**config.mk**
```make
export PLATFORM = sky130hd
export DESIGN_NAME = seg_display_ctrl
export DESIGN_NICKNAME = d
export VERILOG_FILES = /design/src/rtl/seg_display_ctrl.sv
export SDC_FILE = /design/constraint.sdc
export NUM_CORES = 1
export LEC_CHECK = 0
export BUFFER_PORTS_ARGS = -buffer_cell sky130_fd_sc_hd__clkbuf_2
export CAP_MARGIN = 20
export CORE_ASPECT_RATIO = 0.8
export CORE_UTILIZATION = 35
export CTS_CLUSTER_DIAMETER = 50
export DETAILED_ROUTE_END_ITERATION = 10
export GPL_ROUTABILITY_DRIVEN = 0
export GPL_TIMING_DRIVEN = 0
export SLEW_MARGIN = 20
export SYNTH_ARGS = -nofsm -noshare
export SYNTH_HDL_FRONTEND = slang
export SYNTH_SLANG_ARGS = --single-unit
```
**constraint.sdc**
```tcl
create_clock -name clk -period 3.4 [get_ports clk]
set_input_delay 0.68 -clock clk [delete_from_list [all_inputs] [get_ports clk]]
set_output_delay 0.68 -clock clk [all_outputs]
set_load 0.03 [all_outputs]
```
**src/rtl/seg_display_ctrl.sv**
```systemverilog
// Eight-digit multiplexed common-anode seven-segment controller.
// Holds a 32-bit word written by seg_we and scans it out as hex nibbles, digit 0 rightmost.
module seg_display_ctrl #(
   parameter int SCAN_DIV = 100000,
   parameter bit BLANK_LZ = 1'b1
) (
   input  logic        clk,
   input  logic        rst_n,
   input  logic        seg_we,
   input  logic [31:0] wdata,
   output logic [31:0] rdata,
   output logic [7:0]  an,
   output logic [7:0]  seg
);

   localparam int CW = $clog2(SCAN_DIV);

   logic [31:0]     disp_reg;
   logic [CW-1:0]   scan_cnt;
   logic [2:0]      digit_idx;
   logic            scan_tick;
   logic [7:0][3:0] nib;
   logic [7:0]      blank;

   // Active-low {g,f,e,d,c,b,a} pattern for one hex nibble.
   function automatic logic [6:0] hex7(input logic [3:0] n);
      case (n)
         4'h0: hex7 = 7'h40;
         4'h1: hex7 = 7'h79;
         4'h2: hex7 = 7'h24;
         4'h3: hex7 = 7'h30;
         4'h4: hex7 = 7'h19;
         4'h5: hex7 = 7'h12;
         4'h6: hex7 = 7'h02;
         4'h7: hex7 = 7'h78;
         4'h8: hex7 = 7'h00;
         4'h9: hex7 = 7'h10;
         4'hA: hex7 = 7'h08;
         4'hB: hex7 = 7'h03;
         4'hC: hex7 = 7'h46;
         4'hD: hex7 = 7'h21;
         4'hE: hex7 = 7'h06;
         default: hex7 = 7'h0E;
      endcase
   endfunction

   assign nib       = disp_reg;
   assign rdata     = disp_reg;
   assign scan_tick = (scan_cnt == CW'(SCAN_DIV - 1));

   // A digit is a leading zero when it and every digit above it are zero.
   for (genvar g = 0; g < 8; g++) begin : g_blank
      if (g == 0) begin : g_d0
         assign blank[g] = 1'b0;
      end else begin : g_dn
         assign blank[g] = BLANK_LZ && (disp_reg[31:4*g] == '0);
      end
   end

   always_ff @(posedge clk or negedge rst_n) begin
      if (!rst_n) begin
         disp_reg <= '0;
      end else if (seg_we) begin
         disp_reg <= wdata;
      end
   end

   always_ff @(posedge clk or negedge rst_n) begin
      if (!rst_n) begin
         scan_cnt  <= '0;
         digit_idx <= '0;
      end else if (scan_tick) begin
         scan_cnt  <= '0;
         digit_idx <= digit_idx + 3'd1;
      end else begin
         scan_cnt  <= scan_cnt + CW'(1);
      end
   end

   // Registered drive; dp held dark, blanked digits keep their anode pulse.
   always_ff @(posedge clk or negedge rst_n) begin
      if (!rst_n) begin
         an  <= 8'hFF;
         seg <= 8'hFF;
      end else begin
         an  <= ~(8'b1 << digit_idx);
         seg <= blank[digit_idx] ? 8'hFF : {1'b1, hex7(nib[digit_idx])};
      end
   end

endmodule

```
==> out/results.ini <==
[floorplanning]
boundaryPins=83
fp.dieW_um=109
start_util_pct=36.9
dieArea_um2=9480
rows=30
die_y_um=87.3
core_um2=8630

[drt]
drt_first_pass_iters=4
drt_iter0_drc=80
vias_per_cell=4.87
ant_nets=0
drc=0
routed_wirelength_mm=6.83
vias=2249
wl_per_cell_um=14.8

[logic_synthesis]
syn_area_per_cell_um2=12.6
syn_area_um2=3180
synthCells=253
ys_ff_latch=67
ys_types=45
netlist.area_leader.share_pct=40.9
yosysWarningCount=0
yosys_most_used_dff=dfrtp_1
ys_seq_area_share_pct=53.3
synth_area_leaders=dfrtp_1 (41%), dfstp_2 (12%), mux2_2 (12%), ha_1 (4.7%), mux4_1 (4.1%)
synth-edff-count=0
syn-num-nets=300
yosysMostFrequentCell=dfrtp_1
synth_top_area_cell=dfrtp_1
async_flop_share_pct=100
ys_top_cells_by_count=dfrtp_1 (52), mux2_2 (33), nand2_1 (17), nor2_1 (17), dfstp_2 (15)

[layout]
fin_nets=392
diodes=0
syn2layout_area_growth_pct=26.0
drive_gt1_share_pct=44.3
n_fill_cell=789
stdcell_count=462
fin_area_um2=4010
final_util_pct=46.5

[setup_path]
end_kind=flop
critPathLaunch=digit_idx[2]$_DFFE_PN0N_
r2r_start=digit_idx[2]$_DFFE_PN0N_
cp_max_fo=10
critPathRequiredTime_ns=3.63
critPathArrivalTime_ns=2.62
path_class=reg -> reg
critPathLaunchType=flop
path_cells=buf_2 -> buf_1 -> inv_1 -> nor2_1 -> nor2_1 -> inv_1 -> ha_1 -> nor2b_1 -> a211oi_1 -> o21ai_1
slowest_delay_ns=0.40
r2r_cells=10
cp_slowest_cell=dfrtp_1

[power]
leakagePower_nw=1.80
max-vdd-ir-drop_mv=0.284
power_density_nw_per_um2=515
p_total_mw=2.07

[timing]
period_needed_ns=2.39
fin_tns_setup_ns=0
fmax_ghz=0.418
tightest_slew_ns=0.559
fin_crit_sh_pct=70.3
whs_ns=0.302
setup_viol=0
rsz0062_at_grt=no
clock-skew-final_ns=0.00848
slew_viol_final=0
slew_headroom_pct=62.7
setup_ws_ns=1.01
final_hold_viol_count=0

[place]
dp_hpwl_mm=5.17
dp_slack_ns=1.03
placedCellCount=446
detailed_place.area_um2=3750
numPortBuffers=80

[cts]
cts_buffer_depth=2
tritoncts=done
clkSinkCount=67
holdBufCountCts=0
ctsResizeCount=0
h-tree-depth=3
cts.reportedPaths.clkPinSlew_ns=0.06
cts-root-buf=clkbuf_16
insertion_delay_ns=0.33
post_cts_buffers=0
cts_buffers=9

[flow_run]
drv_cap=0

[worst_hold_path]
worstHoldPathType=in -> async

[global_routing]
grt_pass1_wl_mm=11.4
antenna_found_initial=0
grtUsageTotal_pct=16.0
grt_max_degree=41
grt_overflow=0
grt_pass1_vias=2185

[outcome]
status=complete, no violations

==> worst max-delay path: cells and delay by family (launching register included) <==
kind / cells / cell delay, ns
AND/OR/NAND/NOR: 3 / 0.52
buffers and inverters: 4 / 0.81
flip-flops: 1 / 0.40
adder cells (fa/ha/maj): 1 / 0.29
AO/OA/AOI/OAI: 2 / 0.29
==> sequential cells by signal (all words and copies together), names as in the netlist <==
register / count
an: 8
scan_cnt: 17
digit_idx: 3
rdata: 32
seg: 7
==> per-layer routing <==
metal  GRT usage [%]  up-vias  share of wire [%]
met1            23.4     1083                 51
met5               0        -                  0
met3            5.01        7                6.3
met4            5.90        0                1.1
li1                -     1090                  -
met2            22.1       69                 41
==> power by group <==
part           leakage, nW  total, mW  switching (mW)  internal [mW]
registers            0.797      0.911          0.0496          0.862
logic                0.873      0.333           0.209          0.124
clock network        0.133      0.822           0.313          0.509
==> layout make-up <==
type	count	area, um^2	share of cell area [%]
Clock buffer	13	250	6.24
Timing Repair Buffer	81	423	10.5
Inverter	11	41.3	1.03
Sequential cell	67	1700	42.3
Clock inverter	3	15.0	0.374
Tap cell	112	140	3.49
Buffer	11	61.3	1.53
Multi-Input combinational cell	164	1390	34.5
==> logic make-up after synthesis <==
group           Yosys count  share of synthesized area (%)
flops                    67                           53.3
simple gates             67                           10.1
mux                      44                           19.1
compound gates           24                           4.99
buf+inv                  22                           3.22
xor+xnor                 16                           4.40
fa+ha+maj                12                           4.72
other cells               1                          0.118
==> worst paths after layout <==
| check | slack (ns) | to |
|---|---|---|
| worst max-delay path | 1.01 | seg[3]$_DFF_PN1_ |
| worst min-delay path | 0.30 | rdata[0]$_DFFE_PN0P_ |
| worst max register to register | 1.01 | seg[3]$_DFF_PN1_ |
| worst min register to register | 0.49 | scan_cnt[0]$_DFF_PN0_ |
| max in group asynchronous | 2.49 | an[6]$_DFF_PN1_ |
| min in group clk | 0.49 | scan_cnt[0]$_DFF_PN0_ |
==> placed cells by master (no fill, tap or decap), types with 3 or more instances in the layout <==
cell and count:
mux4_2 3, ha_1 12, o21ai_1 3, mux4_1 5, nor2_1 17, xnor2_1 9, nand3_1 10, nor3_1 3
clkbuf_2 79, nand4_1 3, nand2_1 17, dfstp_2 15, nor4_1 7, mux2_2 33, clkinv_2 3, o21ai_0 5
clkbuf_1 9, xor2_1 7, clkbuf_16 9, a21oi_1 3, dfrtp_1 52, inv_1 10, o211ai_1 3
(Power assumes the default switching activity.)
